<file path="src/rtl/fe_fb_arb.sv">
// Fill-buffer request arbiter between the fetch demand path (DM) and the
// instruction prefetcher (PF).
// - Grants one requester per cycle onto the single fill-buffer request port.
// - Tags each request with a free slot id.
// - Routes out-of-order fill-buffer responses back to the requester that owns the slot.
// - A flush kills every outstanding slot: its response is later absorbed.
//
// Ports:
//   clk_i, reset_ni                       clock, async active-low reset
//   dm_req_valid_i/addr_i, dm_req_ready_o demand request handshake
//   pf_req_valid_i/addr_i, pf_req_ready_o prefetch request handshake
//   fb_req_valid_o/addr_o/id_o, fb_req_ready_i   request to fill buffer
//   fb_rsp_valid_i/id_i/data_i            response from fill buffer
//   dm_rsp_valid_o, pf_rsp_valid_o, rsp_data_o   routed response
//   flush_i                               kill all outstanding transactions
//   outst_cnt_o                           number of busy slots
//   err_bad_id_o                          sticky: response to a non-busy slot
module fe_fb_arb #(
  parameter int unsigned ADDR_W     = 32,
  parameter int unsigned DATA_W     = 32,
  parameter int unsigned MAX_OUTST  = 4,
  parameter int unsigned STARVE_LIM = 3,
  localparam int unsigned IDW       = (MAX_OUTST > 1) ? $clog2(MAX_OUTST) : 1
) (
  input  logic              clk_i,
  input  logic              reset_ni,
  input  logic              dm_req_valid_i,
  input  logic [ADDR_W-1:0] dm_req_addr_i,
  output logic              dm_req_ready_o,
  input  logic              pf_req_valid_i,
  input  logic [ADDR_W-1:0] pf_req_addr_i,
  output logic              pf_req_ready_o,
  output logic              fb_req_valid_o,
  output logic [ADDR_W-1:0] fb_req_addr_o,
  output logic [IDW-1:0]    fb_req_id_o,
  input  logic              fb_req_ready_i,
  input  logic              fb_rsp_valid_i,
  input  logic [IDW-1:0]    fb_rsp_id_i,
  input  logic [DATA_W-1:0] fb_rsp_data_i,
  output logic              dm_rsp_valid_o,
  output logic              pf_rsp_valid_o,
  output logic [DATA_W-1:0] rsp_data_o,
  input  logic              flush_i,
  output logic [IDW:0]      outst_cnt_o,
  output logic              err_bad_id_o
);

  localparam int unsigned SW = (STARVE_LIM > 0) ? $clog2(STARVE_LIM + 1) : 1;
  localparam logic [SW-1:0] StarveMax = SW'(STARVE_LIM);

  typedef enum logic [0:0] {StIdle, StSend} state_e;

  state_e                 state_q, state_d;
  logic [ADDR_W-1:0]      addr_q, addr_d;
  logic [IDW-1:0]         id_q, id_d;
  logic [MAX_OUTST-1:0]   busy_q, busy_d;
  logic [MAX_OUTST-1:0]   owner_q, owner_d;   // 1 = PF owns the slot
  logic [MAX_OUTST-1:0]   killed_q, killed_d;
  logic [SW-1:0]          starve_q, starve_d;
  logic                   err_q, err_d;
  logic [IDW:0]           cnt_q, cnt_d;

  logic                   has_free;
  logic [IDW-1:0]         free_id;
  logic                   accept, pf_win, dm_gnt, pf_gnt;

  // Lowest free slot, from the start-of-cycle busy vector so a slot freed
  // this cycle is not handed out until the next one.
  always_comb begin
    has_free = 1'b0;
    free_id  = '0;
    for (int i = int'(MAX_OUTST) - 1; i >= 0; i--) begin
      if (!busy_q[i]) begin
        has_free = 1'b1;
        free_id  = IDW'(i);
      end
    end
  end

  always_comb begin
    accept = ((state_q == StIdle) || fb_req_ready_i) && has_free && !flush_i;
    pf_win = pf_req_valid_i && (!dm_req_valid_i || (starve_q >= StarveMax));
    dm_gnt = accept && dm_req_valid_i && !pf_win;
    pf_gnt = accept && pf_win;
  end

  always_comb begin
    state_d        = state_q;
    addr_d         = addr_q;
    id_d           = id_q;
    busy_d         = busy_q;
    owner_d        = owner_q;
    killed_d       = killed_q;
    starve_d       = starve_q;
    err_d          = err_q;
    cnt_d          = '0;
    dm_rsp_valid_o = 1'b0;
    pf_rsp_valid_o = 1'b0;

    // Kill first so that a slot freed in the same cycle ends up clean.
    if (flush_i) begin
      killed_d = killed_q | busy_q;
    end

    if (fb_rsp_valid_i) begin
      if (busy_q[fb_rsp_id_i]) begin
        busy_d[fb_rsp_id_i]   = 1'b0;
        killed_d[fb_rsp_id_i] = 1'b0;
        if (!killed_q[fb_rsp_id_i] && !flush_i) begin
          if (owner_q[fb_rsp_id_i]) begin
            pf_rsp_valid_o = 1'b1;
          end else begin
            dm_rsp_valid_o = 1'b1;
          end
        end
      end else begin
        err_d = 1'b1;
      end
    end

    if (dm_gnt || pf_gnt) begin
      busy_d[free_id]   = 1'b1;
      owner_d[free_id]  = pf_gnt;
      killed_d[free_id] = 1'b0;
      addr_d            = pf_gnt ? pf_req_addr_i : dm_req_addr_i;
      id_d              = free_id;
    end

    unique case (state_q)
      StIdle: if (dm_gnt || pf_gnt) state_d = StSend;
      StSend: if (fb_req_ready_i && !(dm_gnt || pf_gnt)) state_d = StIdle;
      default: state_d = StIdle;
    endcase

    if (flush_i || pf_gnt || !pf_req_valid_i) begin
      starve_d = '0;
    end else if (dm_gnt && (starve_q != StarveMax)) begin
      starve_d = starve_q + SW'(1);
    end

    for (int i = 0; i < int'(MAX_OUTST); i++) begin
      cnt_d = cnt_d + (IDW + 1)'(busy_d[i]);
    end
  end

  always_ff @(posedge clk_i or negedge reset_ni) begin
    if (!reset_ni) begin
      state_q  <= StIdle;
      addr_q   <= '0;
      id_q     <= '0;
      busy_q   <= '0;
      owner_q  <= '0;
      killed_q <= '0;
      starve_q <= '0;
      err_q    <= 1'b0;
      cnt_q    <= '0;
    end else begin
      state_q  <= state_d;
      addr_q   <= addr_d;
      id_q     <= id_d;
      busy_q   <= busy_d;
      owner_q  <= owner_d;
      killed_q <= killed_d;
      starve_q <= starve_d;
      err_q    <= err_d;
      cnt_q    <= cnt_d;
    end
  end

  assign dm_req_ready_o = dm_gnt;
  assign pf_req_ready_o = pf_gnt;
  assign fb_req_valid_o = (state_q == StSend);
  assign fb_req_addr_o  = addr_q;
  assign fb_req_id_o    = id_q;
  assign rsp_data_o     = fb_rsp_data_i;
  assign outst_cnt_o    = cnt_q;
  assign err_bad_id_o   = err_q;

endmodule

</file>
<file path="config.mk">
export PLATFORM = sky130hd
export DESIGN_NAME = fe_fb_arb
export DESIGN_NICKNAME = d
export VERILOG_FILES = /design/src/rtl/fe_fb_arb.sv
export SDC_FILE = /design/constraint.sdc
export NUM_CORES = 1
export LEC_CHECK = 0
export CAP_MARGIN = 5
export CORE_ASPECT_RATIO = 0.5
export CORE_MARGIN = 8
export CORE_UTILIZATION = 33
export DETAILED_ROUTE_END_ITERATION = 8
export HOLD_SLACK_MARGIN = 0.15
export PLACE_DENSITY = 0.85
export SETUP_SLACK_MARGIN = 0.3
export SYNTH_ARGS = -nofsm -noshare
export SYNTH_HDL_FRONTEND = slang
export SYNTH_SLANG_ARGS = --single-unit
</file>
<file path="constraint.sdc">
create_clock -name clk_i -period 2.2 [get_ports clk_i]
set_input_delay 0.33 -clock clk_i [delete_from_list [all_inputs] [get_ports clk_i]]
set_output_delay 0.33 -clock clk_i [all_outputs]
set_load 0.02 [all_outputs]
</file>
# Yosys cells after proc, flatten, opt, wreduce, memory -nomap -nowiden
# Index checks and enable logic that the tools add are counted.
# Widths: inputs -> output; s select.
[classes]
multipliers = 0
div = 0
magnitude_cmp = 5
mux = 40
n_reduce_logical = 24
bitwise_logic = 9
eq_ne = 1
addsub = 4
shift = 0
[ops]
columns = ["cell", "count"]
rows = [
  ["$mux 32", 1],
  ["$mux 4", 7],
  ["$mux 1", 19],
  ["$and 4x4->4", 3],
  ["$mux 2", 6],
  ["$logic_and 1x1->1", 11],
  ["$not 4->4", 2],
  ["$or 4x4->4", 2],
  ["$bmux 1 s2", 3],
  ["$logic_not 1->1", 6],
  ["$lt 2x3->1 const B", 2],
  ["$logic_or 1x1->1", 5],
  ["$bwmux 4", 1],
  ["$demux 1 s2", 2],
  ["$ge 2x1->1 const B", 2],
  ["$add 2x1->3", 1],
  ["$add 3x1->3", 1],
  ["$add 1x1->2", 1],
  ["$add 2x1->2 const B", 1],
  ["$ge 2x2->1 const B", 1],
  ["$ne 2x2->1 const B", 1],
  ["$not 1->1", 2],
  ["$pmux 1 s2", 1],
  ["$reduce_and 2->1", 1],
  ["$reduce_bool 2->1", 1],
]
[totals]
input_bits = 105
elab_cells = 92
latchBits = 0
ff_bits = 53
ram_bits = 0
output_inout_bits = 75
mem_bits_ro = 0
n_memories = 0

# Longest topological paths before layout
# Gate-level depths: netlist of run 1.
[depth]
depth_word = 13
depth_mapped = 8
mapped_depth_nobuf = 7

# Least setup slack after synthesis of run 1
# No wires, ideal clock.
[synth_path]
path_type = "reg-to-reg"
startpoint = "reg state_q, in the netlist fb_req_valid_o"
endpoint = "reg cnt_q[1], in the netlist outst_cnt_o[1]"
t_required_ns = 2.074
path_stages_with_launch = 8
path_buffers = 1
slack_ns = -0.277
setup_time_ns = 0.126
period_less_slack_ns = 2.477
arrival_time_ns = 2.351
cell_sequence = "dfrtp_1 > nor2b_1 > or3_1 > clkbuf_1 > o21ai_0 > fa_1 > ha_1 > ha_1"
[synth_between]
elab_chain_len = 11
[synth_rtl]
columns = ["item", "line_no", "rtl"]
rows = [
  ["start: declaration", "53", "state_e state_q, state_d;"],
  ["start signal: assignment", "148", "state_q <= StIdle;"],
  ["start signal: assignment", "158", "state_q <= state_d;"],
  ["$not 1->1 *", "n/a", ""],
  ["$logic_or 1x1->1 *", "81", "accept = ((state_q == StIdle) || fb_req_ready_i) && has_free && !flush_i;"],
  ["$logic_and 1x1->1 * (2 in a row)", "81", ""],
  ["$logic_and 1x1->1 (2 in a row)", "83", "dm_gnt = accept && dm_req_valid_i && !pf_win;"],
  ["$logic_or 1x1->1 *", "121", "if (dm_gnt || pf_gnt) begin"],
  ["$mux 4 *", "121", ""],
  ["via busy_d[0]", "56", "logic [MAX_OUTST-1:0] busy_q, busy_d;"],
  ["$add 1x1->2 *", "142", "cnt_d = cnt_d + (IDW + 1)'(busy_d[i]);"],
  ["$add 2x1->3 *", "142", ""],
  ["$add 3x1->3 *", "142", ""],
  ["via cnt_d[1]", "61", "logic [IDW:0] cnt_q, cnt_d;"],
  ["end signal: assignment", "166", "cnt_q <= cnt_d;"],
  ["end: declaration", "61", ""],
]
# Mark *: on every way through the listed nets, which the timed path passes. The rest lies on a longest branch.
# A chain may end at the register's enable or synchronous reset.

# Worst setup path in the final report of run 1
# Same ends and word-level chain as after synthesis.

==> results of run 1 <==
flip-flops by register name, summed over array words and instances (netlist names):
name / flops
owner_q: 4
fb_req_id_o: 2
fb_req_addr_o: 32
starve_q: 2
killed_q: 4
busy_q: 4
fb_req_valid_o: 1
err_bad_id_o: 1
outst_cnt_o: 3
power by group through the flow:
| stage | logic (uW) | clock network, uW | registers, uW |
|---|---|---|---|
| 6_report | 1660 | 832 | 1430 |
| 5_1_grt | 1810 | 899 | 1470 |
| 4_1_cts | 1620 | 862 | 1430 |
| 3_5_place_dp | 1490 | 0 | 1440 |
| 3_3_place_gp | 1460 | 0 | 1430 |
| 2_1_floorplan | 634 | 0 | 1590 |
worst min path at each step:
stage	from	endpoint	slack (ns)	depth (start not counted)
after CTS	err_bad_id_o	err_bad_id_o	0.49	1
after floorplan	reset_ni	busy_q[0]	0.03	0
after detailed placement	reset_ni	fb_req_addr_o[28]	0.35	2
after global routing	fb_rsp_valid_i	err_bad_id_o	0.53	3
after global placement	reset_ni	fb_req_addr_o[28]	0.35	2
final	fb_rsp_valid_i	err_bad_id_o	0.51	3
Yosys cell counts (all sizes together), types with 3 or more instances:
cell type and number:
nand2 67, dfrtp 53, buf 39, nor2 38, a31oi 30, o21ai 13, clkbuf 11, inv 8
nand2b 6, ha 3, mux2 3, nor2b 3, o22ai 3, or3 3
timing repair:
action,in CTS,in global routing
gates resized for setup,43,6
pin swaps,8,3
endpoints found under the setup margin,7,8
endpoints found under the hold margin,53,0
hold buffers,1,0
buffers inserted,9,3
routing by layer:
metal,track usage,vias up,share of wire
met5,0,-,0
met4,0.0418,0,0.011
li1,-,1259,-
met2,0.268,64,0.55
met3,0.0288,17,0.041
met1,0.155,1225,0.39
stage by stage:
step                 util  TNS (ns)
global placement    0.498     -2.00
floorplan               -   -0.0112
CTS                 0.533         0
finish              0.540         0
global route        0.540         0
detailed placement  0.498     -2.22
worst reg2reg max path, stage by stage, from the launching register on:
cell and delay [ns]:
sky130_fd_sc_hd__dfrtp_2 0.40, sky130_fd_sc_hd__nor2b_4 0.14, sky130_fd_sc_hd__or3_4 0.42, sky130_fd_sc_hd__o21ai_4 0.16
sky130_fd_sc_hd__fa_1 0.44, sky130_fd_sc_hd__ha_2 0.20, sky130_fd_sc_hd__ha_4 0.20
cell families after synthesis:
group,after synthesis,synth area share
DFF,53,0.475
and+or+nand+nor,129,0.205
AOI/OAI and AO/OA,62,0.141
buffers and inverters,58,0.131
muxes,5,0.0282
adders and majority gates,4,0.0206
cell type report:
cell class                      count  area, um2  area share
Timing Repair Buffer              159       1510       0.345
Sequential cell                    53       1330       0.303
Multi-Input combinational cell    200       1220       0.278
Tap cell                          112        140      0.0320
Clock buffer                        5        125      0.0285
Inverter                            8       30.0     0.00685
Clock inverter                      3       28.8     0.00657
==> summary.md, run 1 <==
| Metric | Value |
|---|---|
| Status | `completed` |
| Total Routing Usage GR | `0.139` |
| Total wire length | `8.48 mm` |
| Tightest Pin Transition | `0.388 ns` |
| Synthesized net count | `420` |
| Static leakage | `0.00187 uW` |
| Worst skew pair latency | `0.30 ns` |
| Most frequent cells in the layout | `sky130_fd_sc_hd__clkdlybuf4s50_1 (103), sky130_fd_sc_hd__nand2_1 (67), sky130_fd_sc_hd__dfrtp_1 (51)` |
| Register bit count reported by yosys | `53` |
| Overall die area | `0.0118 mm2` |
| Number of enable-type register cells in the synthesized netlist | `0` |
| Final weighted congestion in routability-driven placement | `0.849` |
| Count of inserted antenna diode cells | `0` |
| Critical Path Start | `fb_req_valid_o` |
| Layout area overhead | `56.9%` |
| CP endpoint | `outst_cnt_o[1]` |
| Fin. Hold Viols | `0` |
| Relative contribution of combinational cells to total power | `0.422` |
| TritonCTS sink count | `53` |
| Top post-synthesis cells by area | `sky130_fd_sc_hd__dfrtp_1 (47%), sky130_fd_sc_hd__nand2_1 (9.0%), sky130_fd_sc_hd__buf_4 (8.6%)` |
| Worst slew slack as a fraction of its limit | `0.740` |
| Via density | `4.75` |
| PortBufs | `115` |
| Count of endpoints failing setup in the final report | `0` |
| CP bufs+invs | `0` |
| Internal Pwr Total | `2570 uW` |
| Hold Path Class | `in2reg` |
| Ys async rst share | `1.00` |
| Longest Clk Path Bufs | `2` |
| Critical path startpoint category | `flop` |
| Worst reg2reg path endpoint | `outst_cnt_o[1]` |
| Number of antenna violations at the first check in global routing | `0` |
| Violation count after the first detailed-routing iteration | `137` |
| Antenna Nets Post-Route | `0` |
| Die boundary height | `81.1 um` |
| Share of cells above drive strength 1 | `0.192` |
| DP Area | `0.00404 mm2` |
| Cell family with most CP delay | `adder cells` |
| Root buffer cell | `sky130_fd_sc_hd__clkbuf_16` |
| Worst-case reg-to-reg path depth | `6` |
| Critical path capture point type | `flop` |
| Synth top area share | `0.475` |
| Drt pass-1 iters | `7` |
| Reg2reg start | `fb_req_valid_o` |
| Distinct cells, synth | `40` |
| Via total after detailed routing | `2565` |
| Number of placement rows | `23` |
| Switching share of total power | `0.344` |
| First-pass GRT wire length | `13.5 mm` |
| PD cells | `894 mW/mm2` |
| Net load switching power | `1350 uW` |
| DPL Wire Length | `6.35 mm` |
| Number of I/O pins | `180` |
| H-Tree Depth | `2` |
| Worst hold margin | `0.506 ns` |
| Post-layout worst setup margin | `0.129 ns` |
| Final Non-Filler Cells | `540` |
| Critical Setup Path Class | `reg2reg` |
| Number of buffers created by CTS | `5` |
| Layout Skew | `0.00671 ns` |
| Setup repair after global routing missed its margin | `true` |
| Clock slew at reported path FFs | `0.08 ns` |
| Sequential fraction of the synthesis area | `0.475` |
| Total global routing overflow | `0` |
| FF-to-FF setup slack | `0.13 ns` |
| Number of global-route vias before repair | `2643` |
| Core Footprint | `0.00812 mm2` |
| Largest area contributor in the synthesized netlist | `sky130_fd_sc_hd__dfrtp_1` |
| Required time of the critical path | `2.39 ns` |
| Critical path depth in cells | `6` |
| Total number of nets in the final design | `536` |
| Slowest library cell on the worst path | `sky130_fd_sc_hd__fa_1` |
| Die X | `146 um` |
| Total count of max-transition violations in the final report | `0` |
| Post-Place Cells | `519` |
| Largest net degree at the start of global routing | `54` |
| Commonest non-fill, non-tap cell in the layout | `sky130_fd_sc_hd__clkdlybuf4s50_1` |
| Flip-flop cell with the highest count after synthesis | `sky130_fd_sc_hd__dfrtp_1` |
| Ordered cell list for the critical path | `nor2b_4 -> or3_4 -> o21ai_4 -> fa_1 -> ha_2 -> ha_4` |
| Max_cap viols | `0` |
| Proportion of power drawn by the clock network | `0.212` |
| Final Cell Area | `0.00438 mm2` |
| Instance count of the mapped netlist | `311` |
| Wire length per cell after detailed routing | `15.7 um` |
| Data arrival time of the critical path | `2.26 ns` |
| Netlist area before placement | `0.00279 mm2` |
| Starting utilization of the core area | `0.344` |
| Upper clock frequency limit | `483 MHz` |
| Total power | `3920 uW` |
| Clock period minus worst slack | `2.07 ns` |
| Sequential power share | `0.365` |
| TritonCTS clock tree | `done` |
| Post-detailed-route DRC marker count | `0` |
| Mapped Avg Cell Area | `8.98 um2` |
| Worst setup slack before clock tree synthesis | `-0.437 ns` |
| Fill cells | `742` |
| Max Fanout on Critical Path | `4` |
| Largest vdd supply drop | `0.425 mV` |
| Number of warnings reported in the yosys synthesis log | `0` |
| Highest cell delay on the worst timing path | `0.44 ns` |
| Final Cycle Share | `0.941` |
Power figures use the tool's default switching activity.
==> run 2, diff against run 1 <==
--- a/config.mk
+++ b/config.mk
@@ -8,10 +8,10 @@
 export CAP_MARGIN = 5
 export CORE_ASPECT_RATIO = 0.5
 export CORE_MARGIN = 8
-export CORE_UTILIZATION = 33
+export CORE_UTILIZATION = 39
 export DETAILED_ROUTE_END_ITERATION = 8
 export HOLD_SLACK_MARGIN = 0.15
-export PLACE_DENSITY = 0.85
+export PLACE_DENSITY = 0.93
 export SETUP_SLACK_MARGIN = 0.3
 export SYNTH_ARGS = -nofsm -noshare
 export SYNTH_HDL_FRONTEND = slang
==> constraint.sdc (replaced) <==
create_clock -name clk_i -period 2.6 [get_ports clk_i]
set_input_delay 0.39 -clock clk_i [delete_from_list [all_inputs] [get_ports clk_i]]
set_output_delay 0.39 -clock clk_i [all_outputs]
set_load 0.02 [all_outputs]
==> run 2 against run 1 <==
  * Via count up 10%
  * Clock power is 18% lower
  * Routed wire length up 23%
  * Register-to-register slack better by 0.16 ns
  * Combinational power fell by 20%
  * Fmax shrank 10%
  * Global-route usage grew 4.5 points
==> summary.md, run 2 (synthesized netlist as in run 1, its figures left out) <==
| Metric | Value |
|---|---|
| Wire length per cell after detailed routing | `20.4 um (+30%)` |
| Largest net degree at the start of global routing | `42 (-22%)` |
| Data arrival time of the critical path | `2.49 ns (+0.23 ns)` |
| Root buffer cell | `sky130_fd_sc_hd__clkbuf_16` |
| Flip-flop count of the largest register after layout | `32 (unchanged)` |
| Fin. Hold Viols | `0 (unchanged)` |
| Count of inserted antenna diode cells | `0 (unchanged)` |
| Critical Setup Path Class | `reg2reg` |
| Total count of max-transition violations in the final report | `0 (unchanged)` |
| Via total after detailed routing | `2833 (+10%)` |
| Longest Clk Path Bufs | `2 (unchanged)` |
| Hold Path Class | `in2async` |
| Number of antenna violations at the first check in global routing | `0 (unchanged)` |
| First-pass GRT wire length | `14.9 mm (+11%)` |
| Required time of the critical path | `2.78 ns (+0.39 ns)` |
| Via density | `5.53 (+16%)` |
| Violation count after the first detailed-routing iteration | `402 (+190%)` |
| Worst setup slack before clock tree synthesis | `-0.215 ns (+0.223 ns)` |
| Worst skew pair latency | `0.30 ns (about the same)` |
| Reg2reg start | `fb_req_valid_o` |
| Starting utilization of the core area | `0.411 (+0.0663)` |
| TritonCTS sink count | `53 (unchanged)` |
| Critical path capture point type | `flop` |
| Commonest non-fill, non-tap cell in the layout | `sky130_fd_sc_hd__clkdlybuf4s50_1` |
| Layout Skew | `0.0145 ns (+0.00777 ns)` |
| H-Tree Depth | `2 (unchanged)` |
| PortBufs | `115 (unchanged)` |
| Overall die area | `0.0103 mm2 (-13%)` |
| Die X | `136 um (-7.1%)` |
| PD cells | `779 mW/mm2 (-13%)` |
| Layout area overhead | `49.5%` |
| Share of cells above drive strength 1 | `0.162 (-0.0297)` |
| Clock slew at reported path FFs | `0.08 ns (about the same)` |
| FF-to-FF setup slack | `0.29 ns (+0.16 ns)` |
| Die boundary height | `75.9 um (-6.4%)` |
| Drt pass-1 iters | `5 (-2)` |
| Clock period minus worst slack | `2.31 ns (+0.239 ns)` |
| Slowest library cell on the worst path | `sky130_fd_sc_hd__dfrtp_2` |
| Post-detailed-route DRC marker count | `0 (unchanged)` |
| Total global routing overflow | `0 (unchanged)` |
| Status | `completed` |
| Total Routing Usage GR | `0.184 (+0.0452)` |
| Fill cells | `472 (-36%)` |
| Ordered cell list for the critical path | `nor2b_2 -> nor3_2 -> buf_4 -> buf_4 -> buf_4 -> buf_4 -> buf_4 -> buf_4 -> buf_4 -> buf_4 -> buf_4 -> buf_4 -> nand2_1 -> a32o_1` |
| DP Area | `0.00389 mm2 (-3.8%)` |
| DPL Wire Length | `6.48 mm (+2.1%)` |
| Number of I/O pins | `180 (unchanged)` |
| Count of endpoints failing setup in the final report | `0 (unchanged)` |
| Worst slew slack as a fraction of its limit | `0.422 (-0.318)` |
| Hold_buf cts | `0 (-1)` |
| Setup repair after global routing missed its margin | `true` |
| Largest vdd supply drop | `0.504 mV (+18%)` |
| Final Cell Area | `0.00418 mm2 (-4.7%)` |
| Highest cell delay on the worst timing path | `0.42 ns (-0.02 ns)` |
| Number of buffers created by CTS | `5 (unchanged)` |
| Tightest Pin Transition | `0.867 ns (+0.479 ns)` |
| Max Fanout on Critical Path | `3 (-1)` |
| Core Footprint | `0.00681 mm2 (-16%)` |
| Worst-case reg-to-reg path depth | `14 (+8)` |
| Number of placement rows | `21 (-8.7%)` |
| Cell repeated most along the worst path | `sky130_fd_sc_hd__buf_4` |
| Final Cycle Share | `0.889 (-0.0527)` |
| Worst reg2reg path endpoint | `killed_q[3]` |
| Total wire length | `10.5 mm (+23%)` |
| Antenna Nets Post-Route | `0 (unchanged)` |
| Most frequent cells in the layout | `sky130_fd_sc_hd__clkdlybuf4s50_1 (103), sky130_fd_sc_hd__nand2_1 (67), sky130_fd_sc_hd__dfrtp_1 (50)` |
| Post-layout worst setup margin | `0.289 ns (+0.161 ns)` |
| Upper clock frequency limit | `433 MHz (-10%)` |
| TritonCTS clock tree | `done` |
| Total number of nets in the final design | `528 (-1.5%)` |
| Number of global-route vias before repair | `2870 (+8.6%)` |
| Static leakage | `0.00182 uW (-2.7%)` |
| Final weighted congestion in routability-driven placement | `0.842 (-0.86%)` |
| Final core utilization | `0.614 (+0.0738)` |
| Max_cap viols | `0 (unchanged)` |
| Critical path startpoint category | `flop` |
-- run 2: changes by cell type in the layout (fill, tap and decap cells not counted), sizes merged, moves of 2 or more --
cell          before  now
buf               47   38
inv               11    9
dlymetal6s2s       0    2
dlygate4sd2        7    5
-- run 2: worst max-delay path by stage --
stage                     cells past startpoint        endpoint            from  slack [ns]
after CTS                                     6  pf_rsp_valid_o  fb_rsp_valid_i        0.30
final                                        14     killed_q[3]  fb_req_valid_o        0.29
after floorplan                               7  outst_cnt_o[1]  fb_req_valid_o        0.31
after global placement                        6  pf_rsp_valid_o  fb_rsp_id_i[0]       -0.11
after detailed placement                      6  dm_rsp_valid_o  fb_rsp_id_i[0]       -0.21
after global routing                          7  outst_cnt_o[1]  fb_req_valid_o        0.25
-- run 2: worst max-delay path, delay by kind of cell, from the launching register on --
kind | cells | cell delay (ns)
flops | 1 | 0.42
simple gates | 3 | 0.47
buf+inv | 10 | 1.02
compound gates | 1 | 0.27
-- run 2: routing by layer --
metal	up-vias	global-route usage	wire length, um
li1	1240	-	-
met2	175	0.335	5550
met5	-	0	0
met4	0	0.118	508
met1	1366	0.200	3710
met3	52	0.0342	678
-- run 2: through the flow --
step | hold WS (ns) | TNS (ns) | instances | power [uW]
finish | 0.198 | 0 | 512 | 3250
global route | 0.258 | 0 | 512 | 3390
CTS | 0.235 | 0 | 508 | 3120
detailed placement | 0.472 | -0.501 | 489 | 2390
global placement | 0.472 | -0.245 | 489 | 2350
floorplan | 0.0944 | 0 | 311 | 1860
-- run 2: cell type report --
class | count | area (um2) | share of cell area
multi-input cells | 200 | 1150 | 0.274
well taps | 92 | 115 | 0.0276
inverters | 8 | 30.0 | 0.00719
repair buffers | 151 | 1410 | 0.337
clock buffers | 5 | 125 | 0.0299
flip-flops and latches | 53 | 1330 | 0.318
clock inverters | 3 | 25.0 | 0.00599
-- run 2: power breakdown --
part | total (uW) | switching (uW) | internal (uW)
sequential | 1240 | 188 | 1050
combinational | 1330 | 676 | 652
clock | 686 | 323 | 363
total | 3250 | 1190 | 2070
-- run 2: repair_timing --
item,4_1_cts,5_1_grt
resized for setup,20,13
setup buffers,11,4
setup endpoints to repair,6,9
pin swaps,4,3
